===== src/rtl/gpi_debounce.sv =====
// Per-bit synchroniser and debouncer for board buttons and switches.
// Reports the debounced level plus one-cycle rise and fall pulses per bit.
module gpi_debounce #(
  parameter int unsigned       Width          = 20,
  parameter int unsigned       DebounceCycles = 50000,
  parameter logic [Width-1:0]  ResetValue     = '0
) (
  input  logic             clk_sys_i,
  input  logic             rst_sys_ni,
  input  logic [Width-1:0] raw_i,
  output logic [Width-1:0] gp_o,
  output logic [Width-1:0] rise_o,
  output logic [Width-1:0] fall_o
);

  localparam int unsigned CntWidth = $clog2(DebounceCycles + 1);
  localparam logic [CntWidth-1:0] CntLast = CntWidth'(DebounceCycles - 1);

  logic [Width-1:0]    s1_q, s2_q;
  logic [Width-1:0]    gp_q, gp_d;
  logic [Width-1:0]    rise_q, rise_d;
  logic [Width-1:0]    fall_q, fall_d;
  logic [CntWidth-1:0] cnt_q [Width];
  logic [CntWidth-1:0] cnt_d [Width];

  // Accept a change only after DebounceCycles consecutive mismatching compares.
  always_comb begin
    gp_d   = gp_q;
    rise_d = '0;
    fall_d = '0;
    for (int i = 0; i < int'(Width); i++) begin
      cnt_d[i] = cnt_q[i];
      if (s2_q[i] == gp_q[i]) begin
        cnt_d[i] = '0;
      end else if (cnt_q[i] == CntLast) begin
        gp_d[i]   = s2_q[i];
        cnt_d[i]  = '0;
        rise_d[i] = s2_q[i];
        fall_d[i] = ~s2_q[i];
      end else begin
        cnt_d[i] = cnt_q[i] + CntWidth'(1);
      end
    end
  end

  // Synchroniser stages share ResetValue with gp so reset produces no edge.
  always_ff @(posedge clk_sys_i or negedge rst_sys_ni) begin
    if (!rst_sys_ni) begin
      s1_q   <= ResetValue;
      s2_q   <= ResetValue;
      gp_q   <= ResetValue;
      rise_q <= '0;
      fall_q <= '0;
      for (int i = 0; i < int'(Width); i++) begin
        cnt_q[i] <= '0;
      end
    end else begin
      s1_q   <= raw_i;
      s2_q   <= s1_q;
      gp_q   <= gp_d;
      rise_q <= rise_d;
      fall_q <= fall_d;
      for (int i = 0; i < int'(Width); i++) begin
        cnt_q[i] <= cnt_d[i];
      end
    end
  end

  assign gp_o   = gp_q;
  assign rise_o = rise_q;
  assign fall_o = fall_q;

endmodule


===== config.mk =====
export PLATFORM = sky130hd
export DESIGN_NAME = gpi_debounce
export DESIGN_NICKNAME = d
export VERILOG_FILES = /design/src/rtl/gpi_debounce.sv
export SDC_FILE = /design/constraint.sdc
export NUM_CORES = 1
export LEC_CHECK = 0
export BUFFER_PORTS_ARGS = -buffer_cell sky130_fd_sc_hd__buf_2
export CAP_MARGIN = 20
export CORE_MARGIN = 5
export CORE_UTILIZATION = 58
export CTS_BUF_LIST = sky130_fd_sc_hd__clkbuf_8
export DETAILED_ROUTE_END_ITERATION = 6
export PLACE_DENSITY = 0.9
export SLEW_MARGIN = 15
export SYNTH_ARGS = -nofsm -noshare
export SYNTH_HDL_FRONTEND = slang
export SYNTH_SLANG_ARGS = --single-unit

===== constraint.sdc =====
create_clock -name clk_sys_i -period 2.18 [get_ports clk_sys_i]
set_clock_uncertainty 0.15 [all_clocks]
set_input_delay 0.436 -clock clk_sys_i [delete_from_list [all_inputs] [get_ports clk_sys_i]]
set_output_delay 0.436 -clock clk_sys_i [all_outputs]
set_load 0.01 [all_outputs]

==> metrics <==
run status finished, final reports clean; HP Class flop to flop; Die Y 190 um; fraction of registers with async set/reset 1.00; dominant cell type by area after synthesis dfrtp_1; Longest Clk Path Bufs 3; MaxCap Viol Count 0; fraction of the yosys area taken by sequential cells 0.559; min Tclk post-route 2160 ps; Antenna Violating Nets Remaining 0; critical-path maximum fanout 15; Post-Synthesis Cells 1768; Slew Limit Fails 0; GRT Residual Overflow 0; critical-path cell list or4bb_1, or4_4, nand2_4, nor2_1; Hold Violations, Final 0; Final Hold Slack just under 200 ps; Total GRT Usage 0.223; CTS Sinks 420; total CTS buffers 70; I/O pin count 82; Initial Utilization 0.583; initial antenna violation count 1; gpl congestion 0.884; num rows 66; Multi-input gate area between 8000 and 9000 um2; Final Non-Filler Cells 2453; first-pass GRT wire length 68.3 mm; vias per cell 5.66; Clock Tree Root clkbuf_8; Placement Setup Slack 26.8 ps; layout net count around 2k; FMAX 462 MHz; synthesized area 18800 um2; Area contributors post-synth dfrtp_1 (56%), xnor2_1 (11%), nor2_1 (7.0%), nand3_1 (3.1%), xor2_1 (3.1%); placed insts 2314; number of synthesized flops with an enable pin 0; Post-synth top cells dfrtp_1 (420), nor2_1 (350), xnor2_1 (230); synthesized flop and latch total 420; Crit path required time 2520 ps; Remaining DRCs 0; clk_lat worst skew a little over 600 ps; cell area after layout 21700 um2; leakage power 9.17 nW; antenna cells 0; count of final setup violators 0; CP top delay family simple AND/OR/NAND/NOR gates; worst slew pin tran 509 ps; synthesized net count 1810; Max-slew headroom 0.656; Fill cells 2330; crit-path max cell delay about 600 ps; Pwr Density slightly above 700 nW/um2; worst vdd ir 0.581 mV; chip width approximately 190 um; slowest CP cell or4_4; largest net degree at the start of global routing 61; post-synth cell types 37; Worst Slack Setup Final 17.4 ps; H-tree lvl count 3; DP HPWL 24.6 mm; top_reg_cell synth dfrtp_1; Tot Pwr 0.0156 W; TritonCTS clock tree built; layout cell share with drive strength beyond 1 0.138; core area 32300 um2; RSZ-0062 raised after global routing true; Final Cycle Share 0.992; IO Port Bufs 81; Crit Path Class flop to flop; CP Data Arrival Time 2500 ps; P&R area growth vs syn 15.5%; via count 13.9k; Post-Route WL 39.1 mm; drt first pass iters 5; routed len/inst roughly 16 um; top-count cell post-synth dfrtp_1; vias in the first global route approximately 15k; Post-DP Area 20100 um2; share of the synthesized area in the top cell type 0.559; endpoint class of the critical path flop; full die area 36100 um2; startpoint types flop; Ys Warns 0; clock slew seen by the registers of the worst setup and hold paths approximately 70 ps; Detailed Route Iter0 Violations 898; Buf/Inv on CP 0; Synth Area per Inst 10.6 um2; register area 10500 um2
[logic make-up after synthesis]
group | Yosys count | synth area share
buf+inv | 64 | 0.0147
compound gates | 17 | 0.0109
flops | 420 | 0.559
mux | 20 | 0.0126
xor+xnor | 297 | 0.138
fa+ha+maj | 20 | 0.0133
simple gates | 930 | 0.252
[cells in the final DEF (no fill, tap or decap), types with 9 or more instances in the layout]
master and n:
nand2_1 78, or4_1 10, nand3b_1 11, buf_2 80, mux2_2 17, nor4bb_1 10
nor4_1 84, o41ai_2 10, ha_1 20, nand4_1 81, nand3_1 118, nor3_1 67
and3_1 37, nor2_1 350, inv_1 55, dfrtp_1 418, xnor2_1 230, nor4b_1 9
nor3b_1 39, xor2_1 67, buf_4 41, dlygate4sd3_1 21, clkbuf_8 90
[metrics by stage]
step,TNS (ps),utilization
2_1_floorplan,0,-
3_3_place_gp,0,0.621
3_5_place_dp,0,0.621
4_1_cts,0,0.672
5_1_grt,-109,0.673
6_report,0,0.673
[path summary, 6_finish.rpt]
path                       startpoint        end  slack (ps)  depth (start not counted)
max                         cnt_q[36]  cnt_q[34]          20                          4
min                          s1_q[18]   s2_q[18]         190                          0
max reg2reg                 cnt_q[36]  cnt_q[34]          20                          4
min reg2reg                  s1_q[18]   s2_q[18]         190                          0
max in group asynchronous  rst_sys_ni  cnt_q[78]         950                          3
min in group asynchronous  rst_sys_ni  cnt_q[45]         200                          2
[timing repair]
action | CTS | global route
hold buffers | 21 | 0
setup endpoints to repair | 1 | 21
endpoints found under the hold margin | 86 | 0
buffers inserted | 0 | 1
gates resized for setup | 1 | 7
[power breakdown]
| part | internal, W | switching [W] | total (W) |
|---|---|---|---|
| Clock | 0.00393 | 0.00309 | 0.00702 |
| Combinational | 0.000206 | 0.000346 | 0.000552 |
| Sequential | 0.00793 | 0.000144 | 0.00807 |
| Total | 0.0121 | 0.00358 | 0.0156 |
[final cells by class]
cell class,instances,area share
Timing Repair Buffer,148,0.0476
Sequential cell,420,0.484
Multi-Input combinational cell,1284,0.371
Clock buffer,90,0.0570
Tap cell,442,0.0254
Inverter,42,0.00725
Clock inverter,27,0.00835
[registers in the layout (all words and copies together) (netlist names)]
signal / flops
cnt_q: 320
s2_q: 20
s1_q: 20
fall_o: 20
gp_o: 20
rise_o: 20
[routing by layer]
metal | global-route usage | up-vias | part of all wire
li1 | - | 6519 | -
met1 | 0.281 | 6870 | 0.41
met2 | 0.382 | 378 | 0.51
met3 | 0.0490 | 110 | 0.047
met4 | 0.0824 | 2 | 0.029
met5 | 0 | - | 0.00033
No activity file was read; power rests on OpenSTA's default activity.
